$ cat config.mk
export PLATFORM = sky130hd
export DESIGN_NAME = filt_writer
export DESIGN_NICKNAME = d
export VERILOG_FILES = /design/src/rtl/filt_writer.sv
export SDC_FILE = /design/constraint.sdc
export NUM_CORES = 1
export LEC_CHECK = 0
export ABC_AREA = 1
export CORE_ASPECT_RATIO = 0.75
export CORE_MARGIN = 5
export CORE_UTILIZATION = 30
export CTS_CLUSTER_DIAMETER = 60
export DETAILED_ROUTE_END_ITERATION = 7
export SYNTH_ARGS = -nofsm -noshare
export SYNTH_HDL_FRONTEND = slang
export SYNTH_SLANG_ARGS = --single-unit
$ cat constraint.sdc
create_clock -name clk -period 2.5 [get_ports clk]
set_input_delay 0.75 -clock clk [delete_from_list [all_inputs] [get_ports clk]]
set_output_delay 0.75 -clock clk [all_outputs]
set_load 0.005 [all_outputs]
$ cat src/rtl/filt_writer.sv
// Buffers filtered pixels in a small FIFO and writes them to the filtered-image
// memory, stepping the address across the valid (OUT_SIZE x OUT_SIZE) window.
module filt_writer #(
  parameter int unsigned IMG_SIZE   = 256,
  parameter int unsigned KER_SIZE   = 3,
  parameter int unsigned DATA_W     = 8,
  parameter int unsigned FIFO_DEPTH = 4
) (
  input  logic              clk,
  input  logic              rst,
  input  logic              start,
  input  logic              in_valid,
  input  logic [DATA_W-1:0] in_data,
  output logic              in_ready,
  output logic              mem_we,
  output logic [15:0]       mem_addr,
  output logic [DATA_W-1:0] mem_wdata,
  input  logic              mem_ready,
  output logic              busy,
  output logic              done
);

  localparam int unsigned OUT_SIZE = IMG_SIZE - KER_SIZE + 1;
  localparam int unsigned TOTAL    = OUT_SIZE * OUT_SIZE;
  localparam int unsigned CW       = $clog2(TOTAL + 1);
  localparam int unsigned RCW      = (OUT_SIZE > 1) ? $clog2(OUT_SIZE) : 1;
  localparam int unsigned AW       = $clog2(FIFO_DEPTH);

  typedef enum logic [1:0] {IDLE, RUN, DONE} state_t;

  state_t            state;
  logic [DATA_W-1:0] fifo_mem [FIFO_DEPTH];
  logic [AW:0]       wr_ptr;
  logic [AW:0]       rd_ptr;
  logic [CW-1:0]     in_cnt;
  logic [RCW-1:0]    row;
  logic [RCW-1:0]    col;
  logic [15:0]       addr;
  logic              fifo_full;
  logic              fifo_empty;
  logic              push;
  logic              pop;
  logic              last_col;
  logic              last_wr;

  // Extra pointer bit distinguishes full from empty.
  assign fifo_empty = (wr_ptr == rd_ptr);
  assign fifo_full  = (wr_ptr[AW] != rd_ptr[AW]) && (wr_ptr[AW-1:0] == rd_ptr[AW-1:0]);

  assign in_ready  = (state == RUN) && !fifo_full && (in_cnt < CW'(TOTAL));
  assign mem_we    = (state == RUN) && !fifo_empty;
  assign mem_wdata = fifo_mem[rd_ptr[AW-1:0]];
  assign mem_addr  = addr;

  assign push     = in_valid && in_ready;
  assign pop      = mem_we && mem_ready;
  assign last_col = (col == RCW'(OUT_SIZE - 1));
  assign last_wr  = last_col && (row == RCW'(OUT_SIZE - 1));

  // Frame control, FIFO pointers and address walker.
  always_ff @(posedge clk or negedge rst) begin
    if (!rst) begin
      state  <= IDLE;
      busy   <= 1'b0;
      done   <= 1'b0;
      wr_ptr <= '0;
      rd_ptr <= '0;
      in_cnt <= '0;
      row    <= '0;
      col    <= '0;
      addr   <= '0;
      for (int i = 0; i < FIFO_DEPTH; i++) fifo_mem[AW'(i)] <= '0;
    end else begin
      if (push) fifo_mem[wr_ptr[AW-1:0]] <= in_data;
      case (state)
        IDLE, DONE: begin
          if (start) begin
            state  <= RUN;
            busy   <= 1'b1;
            done   <= 1'b0;
            wr_ptr <= '0;
            rd_ptr <= '0;
            in_cnt <= '0;
            row    <= '0;
            col    <= '0;
            addr   <= '0;
          end
        end
        RUN: begin
          if (push) begin
            wr_ptr <= wr_ptr + 1'b1;
            in_cnt <= in_cnt + 1'b1;
          end
          if (pop) begin
            rd_ptr <= rd_ptr + 1'b1;
            // Final write freezes the address; row end skips the kernel margin.
            if (last_wr) begin
              state <= DONE;
              busy  <= 1'b0;
              done  <= 1'b1;
            end else if (last_col) begin
              col  <= '0;
              row  <= row + 1'b1;
              addr <= addr + 16'(KER_SIZE);
            end else begin
              col  <= col + 1'b1;
              addr <= addr + 16'd1;
            end
          end
        end
        default: state <= IDLE;
      endcase
    end
  end

endmodule

==> results <==
- The via-per-instance ratio is 4.73.
- Summing over every cut layer, the via total after detailed routing is ~4,500.
- The final layout contains routed wiring with a total length of 12.7 mm.
- The number of hold-slack violations in the final timing report is 0.
- The buffer cell driving the clock tree root is sky130_fd_sc_hd__clkbuf_16.
- The predominant post-synthesis flop cell is sky130_fd_sc_hd__dfrtp_1.
- The flip-flop and latch count after synthesis is 90.
- For this design, the sink count on the clock tree is 90.
- The site row count is between 40 and 50.
- The maximum number of pins on one net before global-route repair is 75.
- At the worst endpoint, the arrival time is 1790 ps.
- The effective utilization at floorplan is a little under a third.
- The area of the mapped netlist is 0.00511 mm^2.
- In this run, CTS created clock tree buffers numbering 9.
- The worst-case IR drop observed on VDD is 0.415 mV.
- The worst-case headroom to the max-slew limit is 69.5%.
- The signal on the critical path passes through inv_2 -> buf_8 -> o21ai_0 -> o22ai_1 -> clkdlybuf4s50_1.
- The worst path uses 101% of the clock period.
- Once detail routing completed, the nets flagged for antenna violations numbered 0.
- Of all flip-flops after synthesis, the portion carrying an async set or reset was 82.2%.
- The final RePlAce weighted congestion is 0.809.
- Setup repair after global routing could not meet its margin everywhere.
- At the worst endpoint, the required time is ~1800 ps.
- For this run, the top clock speed supported by timing is approximately 390 MHz.
- The H-tree was split into 3 levels.
- Yosys printed 0 warnings.
- The total global-route track usage is 13.6%.
- Counting instances in the post-synthesis netlist gives the leading cell types as sky130_fd_sc_hd__nand2_1 (233), sky130_fd_sc_hd__nor2_1 (88), sky130_fd_sc_hd__dfrtp_1 (74), sky130_fd_sc_hd__nand3_1 (50), sky130_fd_sc_hd__inv_1 (47).
- The leading cell type by number of instances after synthesis is sky130_fd_sc_hd__nand2_1.
- The register clock-pin slew on the reported worst setup and hold paths is 70 ps.
- Summed over all instances, the cell type with the most area after synthesis is sky130_fd_sc_hd__dfrtp_1.
- The synthesized area per cell is between 7 and 8 um^2.
- The count of unique library cells instantiated by Yosys is 34.
- The total overflow reported by the global router is 0.
- The number of standard cells after synthesis is 678.
- The worst clock skew on the final layout is 8.14 ps.
- The count of final max-slew check failures is 0.
- The checks that failed: setup timing.
- For the pin with the worst max-slew slack, the measured transition is between 400 and 500 ps.
- In the routed design, unresolved DRC markers number 0.
- The classification of the worst-slack hold path is input port to asynchronous set/reset pin.
- The clock period minus final worst setup slack is 2540 ps.
- The height of the die is 123 um.
- STA classifies the critical path endpoint as an output pin.
- Detailed placement ended at an HPWL of around 8.6 mm.
- Summed over all cells, the static leakage comes to 0.00297 uW.
- The flow ran to the end, but the final reports show violations.
- In the final layout, the share of cells above drive strength 1 is 9.25%.
- The number of flops mapped to enable cells by yosys is 16.
- The signed area change from the synthesized netlist to the final layout is 23.3%.
- The worst path setup slack after routing is -35.7 ps.
- The startpoint kind of the worst setup timing path is a register.
- The via count of the first global-routing pass is 4,267.
- Of the synthesized area, sequential elements account for between 40% and 50%.
- The top-area cell type share of the netlist area is 36.2%.
- The aggregate negative setup slack is -35.7 ps.
- The number of max-cap violations is 0.
- The die covers ~0.020 mm^2.
- The critical path is of the register to output pin type.
- The total power divided by cell area is around 960 mW/mm^2.
- Synthesis produced a netlist with a net count of 703.
- For this block, the initial DRC count from the detailed router was 314.
- For this run, the slowest stage of the critical path takes 520 ps.
- The mean routed wirelength per cell is 13.3 um.
- The worst-path maximum fanout is 18.
- The post-placement worst setup slack is about 180 ps.
- Yosys attributes the largest share of cell area to sky130_fd_sc_hd__dfrtp_1 (36%), sky130_fd_sc_hd__nand2_1 (17%), sky130_fd_sc_hd__edfxtp_1 (9.4%), sky130_fd_sc_hd__nor2_1 (6.5%), sky130_fd_sc_hd__nand3_1 (4.9%).
- The hold buffer count at CTS is 0.
- The standard cell core area is 0.0168 mm^2.
- The number of antenna violations at the first check in global routing is 0.
- The clock passes through at most 2 buffers.
- The final net count is 766.
- At the later pin of the worst-skew pair, clock insertion delay measures 350 ps.
- Port buffering added 40 buffers.
- The horizontal die dimension is approximately 160 um.
- The count of TritonRoute iterations in the first routing pass is 5.
- The first-pass GRT wire length is between 20 and 25 mm.
- The final-report setup violation count is 1.
- The library cell contributing the largest single delay on the critical path is sky130_fd_sc_hd__clkdlybuf4s50_1.
- The clock tree from TritonCTS is yes.
- In this run the count of I/O pins placed on the die edge is 41.
- The repair_antennas step left the layout with diodes totalling 0.
critical path, delay by kind of cell (launching register included):
family	cells	cell delay (ps)
DFF	1	430
buffers and inverters	3	770
AOI/OAI and AO/OA	2	240
power breakdown:
part           total (uW)  internal, uW  leakage, uW  switching (uW)
Combinational        2380          1120      0.00171            1260
Clock                1410           792     0.000149             621
Sequential           2250          1870      0.00111             380
stage by stage:
step | hold WS [ps] | utilization (%) | cell area [um^2] | total power [uW] | instances
6_report | 444 | 37.6 | 6300 | 6040 | 961
5_1_grt | 474 | 37.6 | 6300 | 6590 | 961
4_1_cts | 471 | 37.4 | 6280 | 6150 | 961
3_5_place_dp | 454 | 34.8 | 5840 | 4610 | 929
3_3_place_gp | 451 | 34.8 | 5840 | 4580 | 929
2_1_floorplan | 437 | - | 5110 | 3610 | 678
path summary, 6_finish.rpt:
kind,from,to,slack (ps),depth (start not counted)
worst min-delay path,rst,mem_addr[7]$_DFFE_PN0P_,440,2
worst min register to register,fifo_mem[23]$_DFFE_PN0P_,fifo_mem[23]$_DFFE_PN0P_,470,2
worst max register to register,col[2]$_DFFE_PN0P_,mem_addr[14]$_DFFE_PN0P_,350,11
max in group asynchronous,rst,fifo_mem[20]$_DFFE_PN0P_,1690,2
worst max-delay path,rd_ptr[0]$_DFFE_PN0P_,mem_wdata[7],-40,5
min in group clk,fifo_mem[23]$_DFFE_PN0P_,fifo_mem[23]$_DFFE_PN0P_,470,2
timing repair:
action,CTS,global route
setup endpoints to repair,10,8
endpoints found under the hold margin,0,0
pin swaps,4,1
gates resized for setup,10,8
setup buffers,16,0
cell usage in the layout (no fill, tap or decap), types with 3 or more instances in the layout:
master and n:
sky130_fd_sc_hd__clkdlybuf4s50_1 30, sky130_fd_sc_hd__clkinv_4 3, sky130_fd_sc_hd__ha_1 11, sky130_fd_sc_hd__nor2_2 4, sky130_fd_sc_hd__nor2_1 85, sky130_fd_sc_hd__xnor2_1 6
sky130_fd_sc_hd__nand4_1 35, sky130_fd_sc_hd__buf_4 34, sky130_fd_sc_hd__o21ai_1 8, sky130_fd_sc_hd__inv_2 3, sky130_fd_sc_hd__nand3_1 50, sky130_fd_sc_hd__o22ai_1 8
sky130_fd_sc_hd__dlymetal6s2s_1 7, sky130_fd_sc_hd__o21bai_1 6, sky130_fd_sc_hd__o21ai_0 29, sky130_fd_sc_hd__dfrtp_1 74, sky130_fd_sc_hd__nand2_1 233, sky130_fd_sc_hd__clkbuf_16 9
sky130_fd_sc_hd__nor3_1 3, sky130_fd_sc_hd__a21oi_1 5, sky130_fd_sc_hd__inv_1 45, sky130_fd_sc_hd__xor2_1 12, sky130_fd_sc_hd__edfxtp_1 16, sky130_fd_sc_hd__nor3b_1 3
routing by layer:
layer	vias up	part of all wire, %	GRT usage [%]
met2	95	43	20.3
met1	2100	52	20.0
met4	0	0.85	3.36
met5	-	0	0
met3	8	4.4	3.07
li1	2343	-	-
registers in the layout, summed over array words and instances, names as in the netlist:
register  count
row           8
done          1
fifo_mem     32
state         2
busy          1
wr_ptr        3
rd_ptr        3
col           8
mem_addr     16
in_cnt       16
cells by family (layout without fill, tap and decap cells):
group | Yosys count | in the layout | share of synthesized area (%)
and+or+nand+nor | 424 | 424 | 35.5
DFF | 90 | 90 | 45.6
buffers and inverters | 73 | 141 | 5.97
AOI/OAI and AO/OA | 61 | 61 | 6.73
xor gates and xnor gates | 18 | 18 | 3.08
adders and majority gates | 12 | 12 | 3.08
area by class of cell:
cell class                 instances  area, um^2
tap                              215         269
sequential                        90        2330
inverter                          48         180
fill                            1698       10500
clock buffer                      10         229
multi-input combinational        515        2490
timing repair buffer              77         727
clock inverter                     6        76.3
Power figures use the tool's default switching activity.
